--- config.mk ---
export PLATFORM = sky130hd
export DESIGN_NAME = game_timer_ctrl
export DESIGN_NICKNAME = d
export VERILOG_FILES = /design/src/rtl/game_timer_ctrl.sv
export SDC_FILE = /design/constraint.sdc
export NUM_CORES = 1
export LEC_CHECK = 0
export ABC_AREA = 1
export CAP_MARGIN = 15
export CORE_ASPECT_RATIO = 2
export CORE_MARGIN = 1
export CORE_UTILIZATION = 30
export DETAILED_ROUTE_END_ITERATION = 10
export SYNTH_ARGS = -nofsm -noshare
export SYNTH_HDL_FRONTEND = slang
export SYNTH_SLANG_ARGS = --single-unit
--- constraint.sdc ---
create_clock -name clk -period 3.28 [get_ports clk]
set_input_delay 0.656 -clock clk [delete_from_list [all_inputs] [get_ports clk]]
set_output_delay 0.656 -clock clk [all_outputs]
set_load 0.01 [all_outputs]
--- src/rtl/game_timer_ctrl.sv ---
// Elapsed-time controller for the Sudoku display: BCD MM:SS counter with
// start/pause/stop sequencing and a 4-digit multiplexed 7-segment scan.
//
// state    | meaning
// ---------+--------------------------------------------------------
// ST_IDLE  | time cleared, prescaler held at 0, waiting for start
// ST_RUN   | prescaler counting, one tick per elapsed second
// ST_PAUSE | prescaler and time frozen, fractional second retained
// ST_SAT   | time pinned at 99:59, only stop or clr leave
module game_timer_ctrl #(
   parameter int SEC_CYCLES  = 100000000,
   parameter int SCAN_CYCLES = 131072
) (
   input  logic       clk,
   input  logic       clr,
   input  logic       start,
   input  logic       pause,
   input  logic       stop,
   output logic       sec_tick,
   output logic [3:0] min_tens,
   output logic [3:0] min_ones,
   output logic [3:0] sec_tens,
   output logic [3:0] sec_ones,
   output logic [3:0] an,
   output logic [3:0] digit,
   output logic       running,
   output logic       overflow
);

   localparam int PW = (SEC_CYCLES > 2) ? $clog2(SEC_CYCLES) : 1;
   localparam int SW = (SCAN_CYCLES > 2) ? $clog2(SCAN_CYCLES) : 1;
   localparam logic [PW-1:0] PRE_TC  = PW'(SEC_CYCLES - 1);
   localparam logic [SW-1:0] SCAN_TC = SW'(SCAN_CYCLES - 1);

   localparam logic [1:0] ST_IDLE  = 2'd0;
   localparam logic [1:0] ST_RUN   = 2'd1;
   localparam logic [1:0] ST_PAUSE = 2'd2;
   localparam logic [1:0] ST_SAT   = 2'd3;

   logic [1:0]    state;
   logic [1:0]    state_nxt;
   logic [PW-1:0] pre_cnt;
   logic [PW-1:0] pre_nxt;
   logic          tick_nxt;
   logic [3:0]    mt_nxt;
   logic [3:0]    mo_nxt;
   logic [3:0]    st_nxt;
   logic [3:0]    so_nxt;
   logic          at_tc;
   logic          at_max;

   logic [SW-1:0] scan_cnt;
   logic [SW-1:0] scan_cnt_nxt;
   logic [1:0]    scan_idx;
   logic [1:0]    scan_idx_nxt;
   logic          scan_wrap;
   logic [3:0]    an_nxt;
   logic [3:0]    digit_nxt;

   assign at_tc  = (pre_cnt == PRE_TC);
   assign at_max = (min_tens == 4'd9) && (min_ones == 4'd9) &&
                   (sec_tens == 4'd5) && (sec_ones == 4'd9);

   // The terminal count always takes its tick, even with pause in the same
   // cycle; otherwise a pause freezes the prescaler on the value it had.
   always_comb begin
      state_nxt = state;
      pre_nxt   = pre_cnt;
      tick_nxt  = 1'b0;
      mt_nxt    = min_tens;
      mo_nxt    = min_ones;
      st_nxt    = sec_tens;
      so_nxt    = sec_ones;
      if (stop) begin
         state_nxt = ST_IDLE;
         pre_nxt   = '0;
         mt_nxt    = 4'd0;
         mo_nxt    = 4'd0;
         st_nxt    = 4'd0;
         so_nxt    = 4'd0;
      end else begin
         case (state)
            ST_IDLE: begin
               pre_nxt = '0;
               if (start) state_nxt = ST_RUN;
            end
            ST_RUN: begin
               if (at_tc) begin
                  pre_nxt  = '0;
                  tick_nxt = 1'b1;
                  if (at_max) begin
                     state_nxt = ST_SAT;
                  end else begin
                     if (pause) state_nxt = ST_PAUSE;
                     if (sec_ones == 4'd9) begin
                        so_nxt = 4'd0;
                        if (sec_tens == 4'd5) begin
                           st_nxt = 4'd0;
                           if (min_ones == 4'd9) begin
                              mo_nxt = 4'd0;
                              mt_nxt = min_tens + 4'd1;
                           end else begin
                              mo_nxt = min_ones + 4'd1;
                           end
                        end else begin
                           st_nxt = sec_tens + 4'd1;
                        end
                     end else begin
                        so_nxt = sec_ones + 4'd1;
                     end
                  end
               end else if (pause) begin
                  state_nxt = ST_PAUSE;
               end else begin
                  pre_nxt = pre_cnt + PW'(1);
               end
            end
            ST_PAUSE: begin
               if (pause) state_nxt = ST_RUN;
            end
            default: begin
               state_nxt = ST_SAT;
            end
         endcase
      end
   end

   assign scan_wrap    = (scan_cnt == SCAN_TC);
   assign scan_cnt_nxt = scan_wrap ? '0 : scan_cnt + SW'(1);
   assign scan_idx_nxt = scan_wrap ? scan_idx + 2'd1 : scan_idx;

   // an and digit come from the same index so they always agree.
   always_comb begin
      an_nxt    = 4'b1110;
      digit_nxt = sec_ones;
      case (scan_idx_nxt)
         2'd1: begin
            an_nxt    = 4'b1101;
            digit_nxt = sec_tens;
         end
         2'd2: begin
            an_nxt    = 4'b1011;
            digit_nxt = min_ones;
         end
         2'd3: begin
            an_nxt    = 4'b0111;
            digit_nxt = min_tens;
         end
         default: begin
            an_nxt    = 4'b1110;
            digit_nxt = sec_ones;
         end
      endcase
   end

   always_ff @(posedge clk) begin
      if (clr) begin
         state    <= ST_IDLE;
         pre_cnt  <= '0;
         sec_tick <= 1'b0;
         min_tens <= 4'd0;
         min_ones <= 4'd0;
         sec_tens <= 4'd0;
         sec_ones <= 4'd0;
         running  <= 1'b0;
         overflow <= 1'b0;
         scan_cnt <= '0;
         scan_idx <= 2'd0;
         an       <= 4'b1110;
         digit    <= 4'd0;
      end else begin
         state    <= state_nxt;
         pre_cnt  <= pre_nxt;
         sec_tick <= tick_nxt;
         min_tens <= mt_nxt;
         min_ones <= mo_nxt;
         sec_tens <= st_nxt;
         sec_ones <= so_nxt;
         running  <= (state_nxt == ST_RUN);
         overflow <= (state_nxt == ST_SAT);
         scan_cnt <= scan_cnt_nxt;
         scan_idx <= scan_idx_nxt;
         an       <= an_nxt;
         digit    <= digit_nxt;
      end
   end

endmodule

-- Yosys cells after proc, flatten, opt, wreduce, memory -nomap -nowiden
Cells that the tools add are included.
- flip-flop bits (word level): 75
- latch bits: 0
- bits in writable memories: 0
- memory bits (read-only): 0
- input bits: 5
- memories kept: 0
- add/sub/neg operators: 7
- multiply operators: 0
- div/mod/pow operators: 0
- magnitude comparators: 0
- equal/unequal tests: 14
- shift operators: 0
- multiplexer cells: 17
- bitwise operators: 2
- reductions and logical operators: 13
- operator list (operator ; number):
    2-to-1 mux 27 bit ; 2
    case mux 27 bit (2 select lines) ; 1
    adder 27 x 1 -> 27 bit, second input constant ; 1
    == test 27 bit, second input constant ; 1
    case mux 4 bit (3 select lines) ; 2
    adder 17 x 1 -> 17 bit, second input constant ; 1
    == test 17 bit, second input constant ; 1
    adder 4 x 1 -> 4 bit, second input constant ; 4
    2-to-1 mux 2 bit ; 7
    == test 4 bit, second input constant ; 3
    2-to-1 mux 4 bit ; 3
    == test 2 bit, second input constant ; 4
    == test 2 x 1 -> 1 bit, second input constant ; 3
    case mux 2 bit (3 select lines) ; 1
    AND reduction 6 bit ; 1
    AND reduction 5 bit ; 1
    == test 4 x 3 -> 1 bit, second input constant ; 1
    AND reduction 4 bit ; 1
    OR reduction 2 bit ; 2
    logical AND 1 bit ; 3
    != test 3 bit, second input constant ; 1
    AND reduction 3 bit ; 1
    OR reduction 3 bit ; 1
    adder 2 x 1 -> 2 bit, second input constant ; 1
    5 further kinds ; 6

-- Depth between registers and ports, before layout
- depth after elaboration: 9
- mapped depth: 19

-- Worst setup path before layout
OpenSTA, ideal clock, no wires.
- kind: reg-to-reg
- start point: reg scan_cnt[0]
- end point: reg digit[2]
- arrival: 2.325 ns
- required time: 3.155 ns
- path slack: 0.830 ns
- cell stages (with the launch flop): 16
- path buffers: 0
- path through: dfxtp_1 ha_1 nand3_1 nor2_1 nand2_1 nor2_1 nand4_1 inv_1 nand3_1 nor2_1 ha_1 nand2_1 xor2_1 nand2_1 o21ai_0 a31oi_1
- cells in the longest elaborated chain, start to end: 4
- ends and longest elaborated chain (element ; line ; source):
    start, declared ; 52 ; logic [SW-1:0] scan_cnt;
    start signal, assigned ; 181 ; scan_cnt <= scan_cnt_nxt;
    == test 17 bit * ; 128 ; assign scan_wrap = (scan_cnt == SCAN_TC);
    2-to-1 mux 2 bit * ; 130 ; assign scan_idx_nxt = scan_wrap ? scan_idx + 2'd1 : scan_idx;
    == test 2 bit or == test 2 x 1 -> 1 bit (tied branches) ; 136 ; case (scan_idx_nxt)
    case mux 4 bit (3 select lines) * ; 136 ;
    end signal, assigned ; 184 ; digit <= digit_nxt;
    end, declared ; 25 ; output logic [3:0] digit,
Every way passes the cells marked *; elsewhere a longest branch is shown, timed or not.
A chain may end at the register's enable or synchronous reset.

-- Worst setup path after layout
Same ends and word-level chain as after synthesis.

==> flow_results.xml <==
<?xml version="1.0" encoding="UTF-8"?>
<metrics>
  <group name="timing">
    <metric name="final_clock_period_utilization_by_the_worst_path" unit="%">84.7</metric>
    <metric name="timing.clock.skew" unit="ns">0.00866</metric>
    <metric name="finalSetupViolations" unit="">0</metric>
    <metric name="grt_setup_unrepaired" unit="">no</metric>
    <metric name="final.min_clock_period" unit="ns">2.78</metric>
    <metric name="fin_setup_tns" unit="ns">0</metric>
    <metric name="timing.final.max_slew_violations" unit="">0</metric>
    <metric name="setup_slack" unit="ns">0.503</metric>
    <metric name="final-hold-violation-count" unit="">0</metric>
    <metric name="slew_headroom" unit="%">64.3</metric>
    <metric name="max_slew.worst_pin.slew" unit="ns">0.531</metric>
    <metric name="timing.fmax" unit="GHz">0.360</metric>
  </group>
  <group name="logic_synthesis">
    <metric name="synth_largest_area_cell" unit="">sky130_fd_sc_hd__dfxtp_1</metric>
    <metric name="syn_area" unit="mm²">0.00398</metric>
    <metric name="synth-seq-cells" unit="">75</metric>
    <metric name="postSynthNetCount" unit="">613</metric>
    <metric name="yosysWarningCount" unit="">0</metric>
    <metric name="synth_cell_type_count" unit="">34</metric>
    <metric name="async_flop_share" unit="%">0</metric>
    <metric name="synth_area_per_cell" unit="µm²">6.60</metric>
    <metric name="synth_enable_flop_cells" unit="">0</metric>
    <metric name="synth_top_area_share" unit="%">37.7</metric>
    <metric name="synth-main-ff-cell" unit="">sky130_fd_sc_hd__dfxtp_1</metric>
    <metric name="synth-seq-area-share" unit="%">37.7</metric>
    <metric name="synth.top_cells.by_area" unit="">sky130_fd_sc_hd__dfxtp_1, sky130_fd_sc_hd__nand2_1, sky130_fd_sc_hd__nor2_1</metric>
    <metric name="syn_inst" unit="">603</metric>
  </group>
  <group name="worst_setup_path">
    <metric name="regToRegEndpoint" unit="">digit[2]</metric>
    <metric name="critical_path_buf_inv_count" unit="">2</metric>
    <metric name="regToRegSetupSlack" unit="ns">0.50</metric>
    <metric name="critical_path.endpoint_type" unit="">flip-flop</metric>
    <metric name="cpMostUsedCell" unit="">sky130_fd_sc_hd__nor2_1</metric>
    <metric name="timing.critical_path.slowest_stage_cell" unit="">sky130_fd_sc_hd__dfxtp_1</metric>
    <metric name="path_cells" unit="">ha_1 -&gt; nand3_1 -&gt; nor2_1 -&gt; nand2_1 -&gt; nor2_1 -&gt; nand4_1 -&gt; inv_1 -&gt; nand3_1 -&gt; nor2_1 -&gt; ha_1 -&gt; nor2_1 -&gt; nor2_1 -&gt; inv_1 -&gt; nand2_1 -&gt; o21ai_0 -&gt; a31oi_1</metric>
    <metric name="timing.critical_path.required" unit="ns">3.55</metric>
    <metric name="worst_setup_path_category" unit="">flip-flop to flip-flop</metric>
    <metric name="critPathArrivalTime" unit="ns">3.04</metric>
    <metric name="timing.critical_path.slowest_cell_delay" unit="ns">0.35</metric>
    <metric name="crit_family" unit="">simple AND/OR/NAND/NOR gates</metric>
    <metric name="crit_fanout" unit="">8</metric>
    <metric name="worst_r2r_startpoint" unit="">scan_cnt[0]</metric>
    <metric name="worstSetupStartpointType" unit="">flip-flop</metric>
    <metric name="r2r_cells" unit="">16</metric>
  </group>
  <group name="hold_path">
    <metric name="worst_hold_path.endpoint" unit="">scan_cnt[0]</metric>
    <metric name="hold_path.class" unit="">flip-flop to flip-flop</metric>
    <metric name="cells_on_worst_hold_path" unit="">1</metric>
    <metric name="origin_of_the_worst_min_delay_path" unit="">scan_cnt[0]</metric>
  </group>
  <group name="finish">
    <metric name="filler_cell_count" unit="">1386</metric>
    <metric name="sequential_cell_area" unit="mm²">0.00150</metric>
    <metric name="drive_above_1_share" unit="%">7.44</metric>
    <metric name="net_count_final" unit="">651</metric>
    <metric name="area_delta_synth_final" unit="%">19.1</metric>
    <metric name="multi_input_comb_area" unit="mm²">0.00212</metric>
    <metric name="diodes" unit="">0</metric>
  </group>
  <group name="placed_design">
    <metric name="detailedPlace.worstSlack" unit="ns">0.463</metric>
    <metric name="numPortBuffers" unit="">31</metric>
    <metric name="place.detailed.hpwl" unit="mm">8.29</metric>
    <metric name="gpl.final_weighted_congestion" unit="">0.857</metric>
  </group>
  <group name="grt">
    <metric name="largest_net_degree_at_the_start_of_global_routing" unit="">25</metric>
    <metric name="antenna_found_initial" unit="">0</metric>
    <metric name="grtUsageTotal" unit="%">16.2</metric>
    <metric name="remaining_overflow_grt" unit="">0</metric>
    <metric name="vias_in_the_first_global_route" unit="">3876</metric>
    <metric name="grt_first_pass_wirelength" unit="mm">17.4</metric>
  </group>
  <group name="routing">
    <metric name="firstDrtPassIters" unit="">4</metric>
    <metric name="drt-initial-drc-count" unit="">171</metric>
    <metric name="vias" unit="">3919</metric>
    <metric name="finalWirelength" unit="mm">10.8</metric>
    <metric name="wire_per_inst" unit="µm">13.5</metric>
    <metric name="route.detailed.drc" unit="">0</metric>
    <metric name="drt.antenna.violating_nets" unit="">0</metric>
    <metric name="mean_number_of_vias_per_cell" unit="">4.92</metric>
  </group>
  <group name="clocking">
    <metric name="cts_max_path_buffers" unit="">2</metric>
    <metric name="cts_setup_buffers" unit="">0</metric>
    <metric name="htree_num_levels" unit="">3</metric>
    <metric name="clock_latency" unit="ns">0.33</metric>
    <metric name="clk_pin_slew_worst_paths" unit="ns">0.06</metric>
    <metric name="total_of_cells_resized_after_clock_tree_synthesis" unit="">0</metric>
    <metric name="cts_hold_buffers" unit="">0</metric>
    <metric name="clk_root_buffer_cell" unit="">sky130_fd_sc_hd__clkbuf_16</metric>
    <metric name="tritoncts" unit="">yes</metric>
    <metric name="cts.sinks" unit="">75</metric>
    <metric name="cts_buffers" unit="">9</metric>
  </group>
  <group name="die">
    <metric name="die_width" unit="µm">83.5</metric>
    <metric name="start_util" unit="%">30.7</metric>
    <metric name="placementRows" unit="">59</metric>
    <metric name="floorplan.die.height" unit="µm">165</metric>
    <metric name="io-pin-count" unit="">32</metric>
    <metric name="floorplan.die_area" unit="mm²">0.0138</metric>
    <metric name="fp.coreArea" unit="mm²">0.0130</metric>
  </group>
  <group name="power_and_ir_drop">
    <metric name="vdd_drop_max" unit="mV">0.333</metric>
    <metric name="power.density_cell_area" unit="mW/mm²">400</metric>
    <metric name="total_leakage_power" unit="µW">0.00177</metric>
  </group>
  <group name="flow_run">
    <metric name="drv.max_cap_violation_count" unit="">0</metric>
  </group>
  <group name="status">
    <metric name="run_status" unit="">finished, final reports clean</metric>
  </group>
</metrics>
[state kept, by name (all words and copies together), names as in the netlist, 2 cells and up]
signal,flops
min_ones,4
scan_idx,2
sec_tens,4
digit,4
an,4
pre_cnt,27
min_tens,4
state,2
sec_ones,4
scan_cnt,17
[cells by family (layout without fill, tap and decap cells)]
group	after synthesis	after routing	synth area share [%]
AND/OR/NAND/NOR	343	343	38.0
buffers and inverters	91	133	9.24
AO/OA/AOI/OAI	78	78	11.1
flip-flops	75	75	37.7
XOR/XNOR	11	11	2.42
adder cells (fa/ha/maj)	5	5	1.57
[per-layer routing]
| metal | GRT usage (%) | part of all wire, % | vias to the layer above |
|---|---|---|---|
| met2 | 32.0 | 57 | 55 |
| met5 | 0 | 0 | - |
| li1 | - | - | 1999 |
| met3 | 3.00 | 2.2 | 29 |
| met4 | 11.7 | 4.4 | 0 |
| met1 | 14.3 | 36 | 1836 |
[synthesized netlist by cell type (2+ instances only)]
cell type / count
sky130_fd_sc_hd__a21oi_2: 2
sky130_fd_sc_hd__nor2_4: 4
sky130_fd_sc_hd__clkbuf_1: 2
sky130_fd_sc_hd__buf_6: 2
sky130_fd_sc_hd__a21oi_1: 42
sky130_fd_sc_hd__nand3_1: 45
sky130_fd_sc_hd__nand3b_1: 2
sky130_fd_sc_hd__o22ai_1: 2
sky130_fd_sc_hd__xor2_1: 10
sky130_fd_sc_hd__nor3_1: 16
sky130_fd_sc_hd__inv_1: 80
sky130_fd_sc_hd__inv_2: 2
sky130_fd_sc_hd__nand4_1: 14
sky130_fd_sc_hd__o21bai_2: 5
sky130_fd_sc_hd__nand2_1: 140
sky130_fd_sc_hd__dfxtp_1: 75
sky130_fd_sc_hd__nor3b_1: 2
sky130_fd_sc_hd__buf_2: 3
sky130_fd_sc_hd__buf_4: 2
sky130_fd_sc_hd__nand2_2: 6
sky130_fd_sc_hd__o21ai_0: 23
sky130_fd_sc_hd__nor2_2: 3
sky130_fd_sc_hd__ha_1: 5
sky130_fd_sc_hd__nand2_4: 2
sky130_fd_sc_hd__nor2_1: 105
[cell type report]
cell class	count	area share, %
tap	152	4.01
clock inverter	5	0.791
clock buffer	10	5.04
multi-input combinational	437	44.7
timing repair buffer	36	7.33
inverter	82	6.49
sequential	75	31.6
[per-stage QoR]
| stage | utilization [%] | hold WS [ns] | area [µm²] | total power [µW] | cells |
|---|---|---|---|---|---|
| 2_1_floorplan | - | 0.418 | 3980 | 976 | 603 |
| 3_3_place_gp | 34.3 | 0.429 | 4460 | 997 | 782 |
| 3_5_place_dp | 34.3 | 0.452 | 4460 | 999 | 782 |
| 4_1_cts | 36.5 | 0.461 | 4740 | 1930 | 797 |
| 5_1_grt | 36.5 | 0.482 | 4740 | 1980 | 797 |
| 6_report | 36.5 | 0.457 | 4740 | 1900 | 797 |
[where the power goes]
part | internal [µW] | leakage [µW] | total [µW] | switching, µW
clock | 532 | 0.000131 | 921 | 389
sequential | 916 | 0.000605 | 920 | 3.69
combinational | 18.8 | 0.00103 | 58.6 | 39.8
[worst max-delay path by stage]
stage	start	endpoint	slack [ns]	depth (start not counted)
detailed placement	scan_cnt[0]	digit[2]	0.46	15
global placement	scan_cnt[0]	digit[2]	0.62	15
global route	scan_cnt[0]	digit[3]	0.01	16
CTS	scan_cnt[0]	digit[2]	0.45	15
finish	scan_cnt[0]	digit[2]	0.50	16
floorplan	scan_cnt[0]	digit[2]	0.83	15
[cell usage in the layout, fill, tap and decap left out]
master / n
sky130_fd_sc_hd__clkdlybuf4s50_1: 31
sky130_fd_sc_hd__dfxtp_1: 75
sky130_fd_sc_hd__nor4_1: 1
sky130_fd_sc_hd__clkbuf_16: 9
sky130_fd_sc_hd__nand2_1: 140
sky130_fd_sc_hd__inv_1: 80
sky130_fd_sc_hd__inv_6: 2
sky130_fd_sc_hd__a21oi_2: 2
sky130_fd_sc_hd__o21ai_0: 23
sky130_fd_sc_hd__nor2_2: 3
sky130_fd_sc_hd__a31oi_1: 1
sky130_fd_sc_hd__xor2_1: 9
sky130_fd_sc_hd__a211o_1: 1
sky130_fd_sc_hd__clkbuf_8: 1
sky130_fd_sc_hd__clkinvlp_4: 2
sky130_fd_sc_hd__xor2_2: 1
sky130_fd_sc_hd__nand2_4: 2
sky130_fd_sc_hd__nand4_1: 14
sky130_fd_sc_hd__nor2_1: 105
sky130_fd_sc_hd__nor4_2: 1
sky130_fd_sc_hd__nand2_2: 6
sky130_fd_sc_hd__nand3_1: 45
sky130_fd_sc_hd__nor2_4: 4
sky130_fd_sc_hd__inv_2: 2
sky130_fd_sc_hd__xnor2_1: 1
sky130_fd_sc_hd__clkinv_2: 1
sky130_fd_sc_hd__and2_2: 1
sky130_fd_sc_hd__nor3_1: 16
sky130_fd_sc_hd__nand3b_4: 1
sky130_fd_sc_hd__ha_1: 5
sky130_fd_sc_hd__o21ai_1: 1
sky130_fd_sc_hd__nand3b_1: 2
sky130_fd_sc_hd__o211a_1: 1
sky130_fd_sc_hd__nor3b_1: 2
sky130_fd_sc_hd__o22ai_1: 2
sky130_fd_sc_hd__a21oi_1: 42
sky130_fd_sc_hd__buf_4: 5
sky130_fd_sc_hd__o21bai_2: 5
Power figures use the tool's default switching activity.
